===== src/rtl/wb_pipe_if.sv =====
// MEM/WB stage bundle: upstream entry, downstream handshake,
// flush/stall controls and write-back outputs in one interface.
interface wb_pipe_if #(
    parameter int DATA_W = 32,
    parameter int REG_AW = 5
);
    logic              flush_i;
    logic              stall_i;
    logic              valid_i;
    logic              ready_o;
    logic              RegWrite_i;
    logic              MemtoReg_i;
    logic [DATA_W-1:0] dataMem_data_i;
    logic [DATA_W-1:0] ALU_result_i;
    logic [REG_AW-1:0] RDaddr_i;
    logic              valid_o;
    logic              ready_i;
    logic              RegWrite_o;
    logic              MemtoReg_o;
    logic [DATA_W-1:0] dataMem_data_o;
    logic [DATA_W-1:0] ALU_result_o;
    logic [REG_AW-1:0] RDaddr_o;
    logic [DATA_W-1:0] wb_data_o;
    logic [1:0]        count_o;

    modport slave (
        input  flush_i, stall_i, valid_i, RegWrite_i, MemtoReg_i,
        input  dataMem_data_i, ALU_result_i, RDaddr_i, ready_i,
        output ready_o, valid_o, RegWrite_o, MemtoReg_o,
        output dataMem_data_o, ALU_result_o, RDaddr_o, wb_data_o,
        output count_o
    );

    modport master (
        output flush_i, stall_i, valid_i, RegWrite_i, MemtoReg_i,
        output dataMem_data_i, ALU_result_i, RDaddr_i, ready_i,
        input  ready_o, valid_o, RegWrite_o, MemtoReg_o,
        input  dataMem_data_o, ALU_result_o, RDaddr_o, wb_data_o,
        input  count_o
    );
endinterface


===== src/rtl/wb_pipe_stage.sv =====
// MEM/WB pipeline stage with a 2-entry skid buffer, flush,
// zero-register write suppression and muxed write-back data.
module wb_pipe_stage #(
    parameter int DATA_W = 32,
    parameter int REG_AW = 5
) (
    input  logic        clk_i,
    input  logic        rst_i,
    wb_pipe_if.slave    bus
);
    typedef struct packed {
        logic              rw;
        logic              m2r;
        logic [DATA_W-1:0] mem;
        logic [DATA_W-1:0] alu;
        logic [REG_AW-1:0] rd;
    } ent_t;

    ent_t main_q, main_d;
    ent_t skid_q, skid_d;
    logic main_v_q, main_v_d;
    logic skid_v_q, skid_v_d;
    ent_t in_ent;
    logic accept;
    logic drain;

    // Incoming entry; writes to x0 are killed at capture.
    always_comb begin
        in_ent     = '0;
        in_ent.rw  = bus.RegWrite_i & (bus.RDaddr_i != '0);
        in_ent.m2r = bus.MemtoReg_i;
        in_ent.mem = bus.dataMem_data_i;
        in_ent.alu = bus.ALU_result_i;
        in_ent.rd  = bus.RDaddr_i;
    end

    assign accept = bus.valid_i & ~skid_v_q & ~bus.flush_i;
    assign drain  = main_v_q & bus.ready_i & ~bus.stall_i;

    // Next-state for main/skid entries; skid feeds main in order.
    always_comb begin
        main_d   = main_q;
        skid_d   = skid_q;
        main_v_d = main_v_q;
        skid_v_d = skid_v_q;
        if (bus.flush_i) begin
            main_v_d = 1'b0;
            skid_v_d = 1'b0;
        end else if (!main_v_q) begin
            if (accept) begin
                main_d   = in_ent;
                main_v_d = 1'b1;
            end
        end else if (!skid_v_q) begin
            if (drain && accept) begin
                main_d = in_ent;
            end else if (drain) begin
                main_v_d = 1'b0;
            end else if (accept) begin
                skid_d   = in_ent;
                skid_v_d = 1'b1;
            end
        end else if (drain) begin
            main_d   = skid_q;
            skid_v_d = 1'b0;
        end
    end

    // State registers with synchronous reset.
    always_ff @(posedge clk_i) begin
        if (rst_i) begin
            main_q   <= '0;
            skid_q   <= '0;
            main_v_q <= 1'b0;
            skid_v_q <= 1'b0;
        end else begin
            main_q   <= main_d;
            skid_q   <= skid_d;
            main_v_q <= main_v_d;
            skid_v_q <= skid_v_d;
        end
    end

    assign bus.valid_o        = main_v_q;
    assign bus.ready_o        = ~skid_v_q;
    assign bus.RegWrite_o     = main_v_q & main_q.rw;
    assign bus.MemtoReg_o     = main_q.m2r;
    assign bus.dataMem_data_o = main_q.mem;
    assign bus.ALU_result_o   = main_q.alu;
    assign bus.RDaddr_o       = main_q.rd;
    assign bus.wb_data_o      = main_q.m2r ? main_q.mem : main_q.alu;
    assign bus.count_o        = {1'b0, main_v_q} + {1'b0, skid_v_q};
endmodule


===== src/flat_wrapper.sv =====
// flat-port wrapper written by rule: the top's interface ports become plain ports
module wb_pipe_stage_flat 
#(
    parameter int DATA_W = 32,
    parameter int REG_AW = 5
)
  (clk_i, rst_i, bus_flush_i, bus_stall_i, bus_valid_i, bus_RegWrite_i, bus_MemtoReg_i, bus_dataMem_data_i, bus_ALU_result_i, bus_RDaddr_i, bus_ready_i, bus_ready_o, bus_valid_o, bus_RegWrite_o, bus_MemtoReg_o, bus_dataMem_data_o, bus_ALU_result_o, bus_RDaddr_o, bus_wb_data_o, bus_count_o);
  wb_pipe_if #(.DATA_W(DATA_W), .REG_AW(REG_AW)) bus_i ();
  input  logic clk_i;
  input  logic rst_i;
  input wire logic [$bits(bus_i.flush_i)-1:0] bus_flush_i;
  input wire logic [$bits(bus_i.stall_i)-1:0] bus_stall_i;
  input wire logic [$bits(bus_i.valid_i)-1:0] bus_valid_i;
  input wire logic [$bits(bus_i.RegWrite_i)-1:0] bus_RegWrite_i;
  input wire logic [$bits(bus_i.MemtoReg_i)-1:0] bus_MemtoReg_i;
  input wire logic [$bits(bus_i.dataMem_data_i)-1:0] bus_dataMem_data_i;
  input wire logic [$bits(bus_i.ALU_result_i)-1:0] bus_ALU_result_i;
  input wire logic [$bits(bus_i.RDaddr_i)-1:0] bus_RDaddr_i;
  input wire logic [$bits(bus_i.ready_i)-1:0] bus_ready_i;
  output wire logic [$bits(bus_i.ready_o)-1:0] bus_ready_o;
  output wire logic [$bits(bus_i.valid_o)-1:0] bus_valid_o;
  output wire logic [$bits(bus_i.RegWrite_o)-1:0] bus_RegWrite_o;
  output wire logic [$bits(bus_i.MemtoReg_o)-1:0] bus_MemtoReg_o;
  output wire logic [$bits(bus_i.dataMem_data_o)-1:0] bus_dataMem_data_o;
  output wire logic [$bits(bus_i.ALU_result_o)-1:0] bus_ALU_result_o;
  output wire logic [$bits(bus_i.RDaddr_o)-1:0] bus_RDaddr_o;
  output wire logic [$bits(bus_i.wb_data_o)-1:0] bus_wb_data_o;
  output wire logic [$bits(bus_i.count_o)-1:0] bus_count_o;
  assign bus_i.flush_i = bus_flush_i;
  assign bus_i.stall_i = bus_stall_i;
  assign bus_i.valid_i = bus_valid_i;
  assign bus_i.RegWrite_i = bus_RegWrite_i;
  assign bus_i.MemtoReg_i = bus_MemtoReg_i;
  assign bus_i.dataMem_data_i = bus_dataMem_data_i;
  assign bus_i.ALU_result_i = bus_ALU_result_i;
  assign bus_i.RDaddr_i = bus_RDaddr_i;
  assign bus_i.ready_i = bus_ready_i;
  assign bus_ready_o = bus_i.ready_o;
  assign bus_valid_o = bus_i.valid_o;
  assign bus_RegWrite_o = bus_i.RegWrite_o;
  assign bus_MemtoReg_o = bus_i.MemtoReg_o;
  assign bus_dataMem_data_o = bus_i.dataMem_data_o;
  assign bus_ALU_result_o = bus_i.ALU_result_o;
  assign bus_RDaddr_o = bus_i.RDaddr_o;
  assign bus_wb_data_o = bus_i.wb_data_o;
  assign bus_count_o = bus_i.count_o;
  wb_pipe_stage #(.DATA_W(DATA_W), .REG_AW(REG_AW)) u_core (.clk_i(clk_i), .rst_i(rst_i), .bus(bus_i));
endmodule

===== config.mk =====
export PLATFORM = sky130hd
export DESIGN_NAME = wb_pipe_stage_flat
export DESIGN_NICKNAME = d
export VERILOG_FILES = /design/src/rtl/wb_pipe_if.sv /design/src/rtl/wb_pipe_stage.sv /design/src/flat_wrapper.sv
export SDC_FILE = /design/constraint.sdc
export NUM_CORES = 1
export LEC_CHECK = 0
export ABC_AREA = 1
export CAP_MARGIN = 10
export CORE_ASPECT_RATIO = 1.2
export CORE_UTILIZATION = 53
export CTS_CLUSTER_DIAMETER = 50
export CTS_CLUSTER_SIZE = 20
export DETAILED_ROUTE_END_ITERATION = 10
export PLACE_DENSITY = 0.86
export SETUP_SLACK_MARGIN = 0.3
export SLEW_MARGIN = 20
export SYNTH_ARGS = -nofsm -noshare
export SYNTH_HDL_FRONTEND = slang
export SYNTH_SLANG_ARGS = --single-unit

===== constraint.sdc =====
create_clock -name clk_i -period 2.85 [get_ports clk_i]
set_clock_uncertainty 0.1 [all_clocks]
set_input_delay 0.57 -clock clk_i [delete_from_list [all_inputs] [get_ports clk_i]]
set_output_delay 0.57 -clock clk_i [all_outputs]
set_load 0.03 [all_outputs]

==> flow_summary.toml, run 1 <==
[sta]
setup_viol_count_final = 0
fmax_ghz = 0.402
period_share_pct = 87.4
finalSetupTns_ps = 0
finalMaxSlewViolations = 0
setup_ws_ps = 360
worst_slew_pin_slew_ps = 808
relSlewSlack_pct = 46.1
fin_crit_ps = 2490
finalHoldViolations = 0
rsz0062_at_grt = "true"

[place]
hpwl_um = 11600
globalplace.congestion = 0.790
io_buffers = 183
dp_worst_setup_slack_ps = 482

[worst_setup_path]
setup.worst_path.start_class = "flip-flop"
r2r_end = "u_core.bus.ALU_result_o[23]"
startpoint = "u_core.bus.MemtoReg_o"
required_ps = 2180
critPathMaxFanout = 28
slowest_stage = "dfxtp_2"
cpPeakStageDelay_ps = 430
path_cells = "buf_12 > mux2_2 > dlygate4sd2_1"
cp-end-kind = "output port"
r2r_start = "u_core.bus.valid_o"
critical-path-top-delay-family = "buffers and inverters"
cp.buffers_inverters = 2
criticalPathCategory = "flip-flop to output port"
critPathArrivalTime_ps = 1820
rr_worst_depth = 5
rrSetupSlack_ps = 970

[clock_network]
ctsHoldBuffers = 0
postCtsSetupRepairBufs = 0
clock-root-buffer = "clkbuf_16"
post_cts_resized = 27
clk_latency_ps = 410
numCtsBuffers = 17
clk_pin_slew_ps = 60
cts.sinks = 144
cts_tree = "built"
clk_path_buf_depth = 2
htree_levels = 4

[power]
ir_drop_v = 0.000251
seq_power_share_pct = 42.0
p_per_area_nw_per_um2 = 572
p_clk_share_pct = 44.3
p_comb_share_pct = 13.7
power.internal_uw = 3740
p_leak_uw = 0.00365
p_sw_uw = 1330
sw_frac_of_total_pct = 26.3

[logic_synthesis]
syn_inst = 982
syn_area_um2 = 6850
ys_types = 18
syn-num-nets = 1060
yosys_warnings = 0
ys_seq_area_share_pct = 42.1
ys_ff_latch = 144
syn_avg_cell_area_um2 = 6.98

[job]
maxCapViolations = 0

[die]
die_area_um2 = 13400
die_w_um = 106
num_io_pins = 184
core_area_um2 = 12600
initial_core_util_pct = 54.3
die_h_um = 127
row_count = 45

[drt]
drt_iter0_drc = 363
wirelength_um = 18700
dr.pass1.iters = 7
via_per_inst = 5.31
antenna_left = 0
num_vias = 6579
wire_per_inst_um = 15.1
drc = 0

[global_routing]
grt_pass1_wl_um = 30300
grt_overflow = 0
grt_use_total_pct = 28.3
grt_max_degree = 72
first_global_vias = 5967
antenna_found_initial = 0

[final_layout]
final_nets = 1140
fillers = 1034
drive_above_1_share_pct = 8.47
syn_to_final_growth_pct = 29.4
antennaDiodeCount = 0

[min_path]
holdCritPathClass = "flip-flop to flip-flop"
hold_end = "u_core.bus.RDaddr_o[4]"
hp-start = "u_core.bus.RDaddr_o[4]"
min_path_cells = 2

[outcome]
status = "completed"
worst max-delay path by stage:
stage	end	cells past startpoint	slack, ps
5_1_grt	bus_wb_data_o[11]	3	290
4_1_cts	bus_wb_data_o[11]	3	340
6_report	bus_wb_data_o[11]	3	360
3_3_place_gp	u_core.bus.ALU_result_o[0]	7	530
3_5_place_dp	u_core.bus.ALU_result_o[5]	7	480
2_1_floorplan	bus_wb_data_o[19]	3	650
area by class of cell:
class                      instances  area, um^2  area share [%]
tap                              164         205            2.31
sequential                       144        2880            32.5
inverter                           9        33.8           0.381
clock inverter                    13         150            1.69
clock buffer                      19         453            5.11
timing repair buffer             198        1990            22.5
multi-input combinational        692        3150            35.5
worst min-delay path: cells and delay by family (launching register included):
kind | cells | cell delay [ps]
DFF | 1 | 310
and+or+nand+nor | 1 | 60
AOI/OAI and AO/OA | 1 | 50
layout by cell type, fill, tap and decap left out, types with 3 or more instances in the layout:
cell type | netlist | routed
nand2_1 | 290 | 289
clkdlybuf4s50_1 | 0 | 155
nor2_1 | 149 | 149
dfxtp_1 | 144 | 143
nand3_1 | 73 | 73
a21oi_1 | 71 | 71
o21ai_0 | 70 | 70
mux2_2 | 32 | 32
dlygate4sd2_1 | 0 | 27
clkbuf_16 | 0 | 17
buf_4 | 69 | 8
buf_12 | 0 | 7
inv_1 | 6 | 5
inv_6 | 0 | 5
inv_2 | 3 | 4
nand2_2 | 2 | 3
clkinv_4 | 0 | 3
cells by family after synthesis:
kind of cell    count (synthesis)  synth area share, %
buf+inv                       146                 12.2
simple gates                  516                 29.7
flops                         144                 42.1
compound gates                143                 10.6
fa+ha+maj                       1                0.183
mux                            32                 5.26
registers in the layout (all words and copies together), names as in the netlist:
| name | count |
|---|---|
| u_core.bus.RDaddr_o | 5 |
| u_core.main_q | 1 |
| u_core.skid_q | 71 |
| u_core.skid_v_q | 1 |
| u_core.bus.valid_o | 1 |
| u_core.bus.dataMem_data_o | 32 |
| u_core.bus.ALU_result_o | 32 |
| u_core.bus.MemtoReg_o | 1 |
metrics by stage:
step	power, uW	hold WS, ps	std cells	utilization [%]	instance area [um^2]
floorplan	2610	341	982	-	6850
CTS	5100	360	1239	70.3	8860
global route	5250	386	1239	70.3	8860
global placement	2870	351	1207	65.8	8300
finish	5070	360	1239	70.3	8860
detailed placement	2880	352	1207	65.8	8300
power by group through the flow:
stage	Clock (uW)	Sequential (uW)	Combinational, uW
after global placement	0	2170	697
after global routing	2360	2130	750
after floorplan	0	2150	455
after detailed placement	0	2170	707
after CTS	2270	2130	697
final	2250	2130	696
Yosys cell counts:
cell / n / area (um^2)
a21boi_2: 1 / 11.3
a21oi_1: 71 / 355
a21oi_2: 1 / 8.76
buf_2: 22 / 110
buf_4: 69 / 518
clkbuf_1: 46 / 173
dfxtp_1: 144 / 2880
ha_1: 1 / 12.5
inv_1: 6 / 22.5
inv_2: 3 / 11.3
mux2_2: 32 / 360
nand2_1: 290 / 1090
nand2_2: 2 / 12.5
nand3_1: 73 / 365
nor2_1: 149 / 559
nor3_1: 1 / 5.00
o21ai_0: 70 / 350
or2_2: 1 / 6.26
layer usage:
metal	part of all wire, %	wire [um]	GRT usage (%)	vias to the layer above
met2	51	9440	48.8	267
met3	6.7	1250	6.47	28
met4	1.8	333	9.31	0
li1	-	-	-	3250
met1	41	7660	34.9	3034
met5	0	0	0	-
Note: power is estimated with default switching activity, not from simulation.
==> run 2, diff against run 1 <==
--- a/config.mk
+++ b/config.mk
@@ -5,14 +5,14 @@
 export SDC_FILE = /design/constraint.sdc
 export NUM_CORES = 1
 export LEC_CHECK = 0
-export ABC_AREA = 1
 export CAP_MARGIN = 10
 export CORE_ASPECT_RATIO = 1.2
-export CORE_UTILIZATION = 53
+export CORE_UTILIZATION = 52
 export CTS_CLUSTER_DIAMETER = 50
 export CTS_CLUSTER_SIZE = 20
 export DETAILED_ROUTE_END_ITERATION = 10
 export PLACE_DENSITY = 0.86
+export RECOVER_POWER = 100
 export SETUP_SLACK_MARGIN = 0.3
 export SLEW_MARGIN = 20
 export SYNTH_ARGS = -nofsm -noshare
==> run 2 against run 1 <==
- global-route usage decreased by 5.0 points
- routed wire length is 17% lower
- synthesized area fell by 2.6%
- maximum frequency up 0.13%
==> flow_summary.toml, run 2 <==
[clock_network]
cts_tree = "built"
clock-root-buffer = "clkbuf_16"
clk_latency_ps = 410
clk_path_buf_depth = 2
numCtsBuffers = 17
postCtsSetupRepairBufs = 0
clk_pin_slew_ps = 60
cts.sinks = 144
htree_levels = 4

[logic_synthesis]
ys_types = 28
ys_ff_latch = 144
async_flop_share_pct = 0
syn_inst = 755
yosys_warnings = 0
netlist_top_cells_count = "dfxtp_1 (144), nand2_1 (144), nor2_1 (74)"
synth.area.top_cells = "dfxtp_1 (43%), mux2i_1 (11%), nand2_1 (8.1%), buf_4 (7.9%), a211oi_1 (5.8%)"
syn-num-nets = 833
synth_top_area_share_pct = 43.2
synthFlopType = "dfxtp_1"
yosysTopAreaCell = "dfxtp_1"
ys_seq_area_share_pct = 43.2
syn_area_um2 = 6680
syn_avg_cell_area_um2 = 8.84
synth-edff-count = 0

[die]
row_count = 45
die_area_um2 = 13300
die_w_um = 105
die_h_um = 126
initial_core_util_pct = 52.9
num_io_pins = 184
core_area_um2 = 12600

[worst_setup_path]
setup.worst_path.start_class = "flip-flop"
critPathMaxFanout = 71
cp-end-kind = "flip-flop"
rrSetupSlack_ps = 360
slowest_stage = "buf_4"
cpPeakStageDelay_ps = 550
rr_worst_depth = 6
required_ps = 3000
critPathArrivalTime_ps = 2630
criticalPathCategory = "flip-flop to flip-flop"
path_cells = "buf_4 > nor2_1 > and4_2 > clkbuf_4 > nand2_1 > a21oi_1"

[sta]
finalMaxSlewViolations = 0
fin_crit_ps = 2490
relSlewSlack_pct = 41.9
setup_viol_count_final = 0
setup_ws_ps = 364
finalSetupTns_ps = 0
finalHoldViolations = 0
fmax_ghz = 0.402
worst_slew_pin_slew_ps = 871
period_share_pct = 87.2
rsz0062_at_grt = "false"

[outcome]
status = "completed"

[drt]
wirelength_um = 15500
antenna_left = 0
drc = 0
via_per_inst = 5.30
num_vias = 5395
dr.pass1.iters = 4
drt_iter0_drc = 252
wire_per_inst_um = 15.2

[final_layout]
final_cell_mix = "nand2_1 (144), dfxtp_1 (143), clkdlybuf4s50_1 (75), dlygate4sd3_1 (75), nor2_1 (74)"
antennaDiodeCount = 0
layout_commonest_cell = "nand2_1"
syn_to_final_growth_pct = 29.3
top_register = "u_core.skid_q"
largest_register_ffs = 71
final_area_um2 = 8630
post-route-util_pct = 68.5
drive_above_1_share_pct = 10.9
final_nets = 918

[min_path]
min_path_cells = 2
holdCritPathClass = "input port to flip-flop"

[power]
ir_drop_v = 0.000443
p_leak_uw = 0.00321
totalPowerFinal_uw = 5300
p_per_area_nw_per_um2 = 614

[global_routing]
antenna_found_initial = 0
grt_max_degree = 142
first_global_vias = 5143
grt_pass1_wl_um = 25000
grt_use_total_pct = 23.4
grt_overflow = 0

[place]
io_buffers = 183
dp_worst_setup_slack_ps = 415
hpwl_um = 9630
placed_area_um2 = 8100
globalplace.congestion = 0.803

[job]
maxCapViolations = 0
[run 2: cell types whose count changed after synthesis, moves of 2 or more]
| cell | previous run | this run |
|---|---|---|
| nor2_1 | 149 | 74 |
| inv_1 | 6 | 3 |
| mux2i_1 | 0 | 71 |
| buf_6 | 0 | 2 |
| a211oi_2 | 0 | 20 |
| a211oi_1 | 0 | 52 |
| o21ai_0 | 70 | 1 |
| nand2_1 | 290 | 144 |
| inv_2 | 3 | 0 |
| nand2_2 | 2 | 0 |
| clkbuf_1 | 46 | 34 |
| nand3_1 | 73 | 1 |
[run 2: critical path: cells and delay by family (launching register included)]
kind | cells | cell delay [ps]
flip-flops | 1 | 400
AND/OR/NAND/NOR | 3 | 610
AO/OA/AOI/OAI | 1 | 120
buffers and inverters | 2 | 1050
[run 2: metrics by stage]
step                      cells  hold WS, ps
after detailed placement    985          346
after CTS                  1017          262
final                      1017          270
after floorplan             755          336
after global placement      985          341
after global routing       1017          261
[run 2: cells by family after synthesis]
family,after synthesis,synth area share [%]
and+or+nand+nor,227,13.1
AOI/OAI and AO/OA,149,15.6
DFF,144,43.2
buffers and inverters,131,11.9
muxes,103,16.0
adders and majority gates,1,0.187
[run 2: final timing paths]
check	from	endpoint
worst max-delay path	u_core.skid_v_q	u_core.skid_q[58]
worst max register to register	u_core.skid_v_q	u_core.skid_q[58]
worst min register to register	u_core.skid_q[27]	u_core.skid_q[27]
worst min-delay path	rst_i	u_core.bus.valid_o
[run 2: routing by layer]
metal  routed length [um]  track usage (%)  share of wire (%)  vias up
met1                 6530             28.0                 42     2538
met5                    0                0                  0        -
met3                  777             5.54                5.0       18
li1                     -                -                  -     2689
met2                 7860             40.0                 51      150
met4                  299             9.78                1.9        0
[run 2: layout make-up]
cell class / instances / area (um^2)
Sequential cell: 144 / 2880
Fill cell: 986 / 3980
Tap cell: 164 / 205
Multi-Input combinational cell: 480 / 2990
Clock buffer: 20 / 457
Timing Repair Buffer: 194 / 1930
Clock inverter: 12 / 160
Inverter: 3 / 11.3
[run 2: repair_timing]
action	4_1_cts	5_1_grt
endpoints found under the setup margin	32	1
hold buffers	0	0
resized for setup	32	1
[run 2: where the power goes]
part / switching (uW) / internal (uW)
sequential: 64.6 / 2100
clock: 843 / 1430
combinational: 496 / 367
==> run 3, diff against run 2 <==
--- a/config.mk
+++ b/config.mk
@@ -5,6 +5,7 @@
 export SDC_FILE = /design/constraint.sdc
 export NUM_CORES = 1
 export LEC_CHECK = 0
+export ABC_CLOCK_PERIOD_IN_PS = 2850
 export CAP_MARGIN = 10
 export CORE_ASPECT_RATIO = 1.2
 export CORE_UTILIZATION = 52
@@ -14,6 +15,7 @@
 export PLACE_DENSITY = 0.86
 export RECOVER_POWER = 100
 export SETUP_SLACK_MARGIN = 0.3
+export SKIP_CTS_REPAIR_TIMING = 1
 export SLEW_MARGIN = 20
 export SYNTH_ARGS = -nofsm -noshare
 export SYNTH_HDL_FRONTEND = slang
==> run 3 against run 2 <==
- combinational power fell by 2%
- hold slack about the same
- maximum frequency down 0.43%
- power down 0.27%
==> flow_summary.toml, run 3 (synthesis gave the netlist of run 2 again) <==
[global_routing]
grt_overflow = 0
grt_max_degree = 142
first_global_vias = 5128
grt_use_total_pct = 23.3
antenna_found_initial = 0
grt_pass1_wl_um = 25000

[die]
die_w_um = 105
die_area_um2 = 13300
initial_core_util_pct = 52.9
core_area_um2 = 12600
row_count = 45
num_io_pins = 184
die_h_um = 126

[final_layout]
final_nets = 918
regArea_um2 = 2890
top_register = "u_core.skid_q"
layout_commonest_cell = "nand2_1"
fillers = 1005
final_cell_mix = "nand2_1 (144), dfxtp_1 (142), clkdlybuf4s50_1 (75), dlygate4sd3_1 (75), nor2_1 (74)"
final_area_um2 = 8480
largest_register_ffs = 71
multi_input_area_um2 = 2990
drive_above_1_share_pct = 11.1
syn_to_final_growth_pct = 27.1
antennaDiodeCount = 0

[clock_network]
clock-root-buffer = "clkbuf_16"
clk_pin_slew_ps = 60
clk_latency_ps = 410
clk_path_buf_depth = 2
numCtsBuffers = 17
cts_tree = "built"
cts.sinks = 144
htree_levels = 4

[sta]
worst_slew_pin_slew_ps = 857
finalHoldViolations = 0
fmax_ghz = 0.400
relSlewSlack_pct = 42.8
setup_ws_ps = 353
finalMaxSlewViolations = 0
setup_viol_count_final = 0
rsz0062_at_grt = "false"
period_share_pct = 87.6
finalSetupTns_ps = 0
fin_crit_ps = 2500

[worst_setup_path]
setup.worst_path.start_class = "flip-flop"
criticalPathCategory = "flip-flop to flip-flop"
critPathArrivalTime_ps = 2640
critPathMaxFanout = 71
required_ps = 3000
cp-end-kind = "flip-flop"

[outcome]
status = "completed"

[drt]
via_per_inst = 5.31
dr.pass1.iters = 4
wire_per_inst_um = 15.3
wirelength_um = 15600
num_vias = 5398
drc = 0
drt_iter0_drc = 289
antenna_left = 0

[power]
ir_drop_v = 0.000444
p_leak_uw = 0.00303
p_per_area_nw_per_um2 = 623

[job]
maxCapViolations = 0

[place]
placed_area_um2 = 8100
dp_worst_setup_slack_ps = 415
io_buffers = 183
hpwl_um = 9630
globalplace.congestion = 0.803

[min_path]
holdCritPathClass = "input port to flip-flop"
==> run 3: cell count changes in the layout (fill, tap and decap cells not counted), sizes merged <==
cell,before,now
dlymetal6s2s,0,1
dlygate4sd2,32,0
clkbuf,22,53
==> run 3: final cells by class <==
cell class                      count  area share (%)
Tap cell                          164            2.42
Clock inverter                     12            1.89
Inverter                            3           0.133
Timing Repair Buffer              194            21.0
Sequential cell                   144            34.0
Multi-Input combinational cell    480            35.2
Clock buffer                       20            5.38
==> run 3: critical path, stage by stage (launching register included) <==
cell,delay (ps)
dfxtp_1,400
buf_4,570
nor2_1,130
and4_2,250
clkbuf_4,500
nand2_1,230
a21oi_1,120
==> run 3: metal layers <==
metal	up-vias	GRT usage, %	share of wire (%)	wire [um]
met4	0	9.78	2.2	335
met3	21	5.54	5.1	794
li1	2685	-	-	-
met2	160	39.9	51	7890
met1	2532	28.0	42	6550
met5	-	0	0	0
==> run 3: worst paths after layout <==
path / slack, ps / end / from / cells after the start
worst max-delay path: 350 / u_core.skid_q[58] / u_core.skid_v_q / 6
worst min-delay path: 270 / u_core.bus.valid_o / rst_i / 2
worst max register to register: 350 / u_core.skid_q[58] / u_core.skid_v_q / 6
worst min register to register: 350 / u_core.skid_q[10] / u_core.skid_q[10] / 2
==> run 3: through the flow <==
stage          hold slack, ps  cells  util [%]  total power, uW
2_1_floorplan             336    755         -             2820
3_3_place_gp              341    985      64.2             3120
3_5_place_dp              346    985      64.2             3130
4_1_cts                   262   1017      69.1             5400
5_1_grt                   261   1017      67.3             5480
6_report                  270   1017      67.3             5290
==> run 3: power breakdown <==
part           internal (uW)  switching, uW  total (uW)
Sequential              2100           64.4        2170
Clock                   1430            844        2270
Combinational            348            501         848
Total                   3880           1410        5290
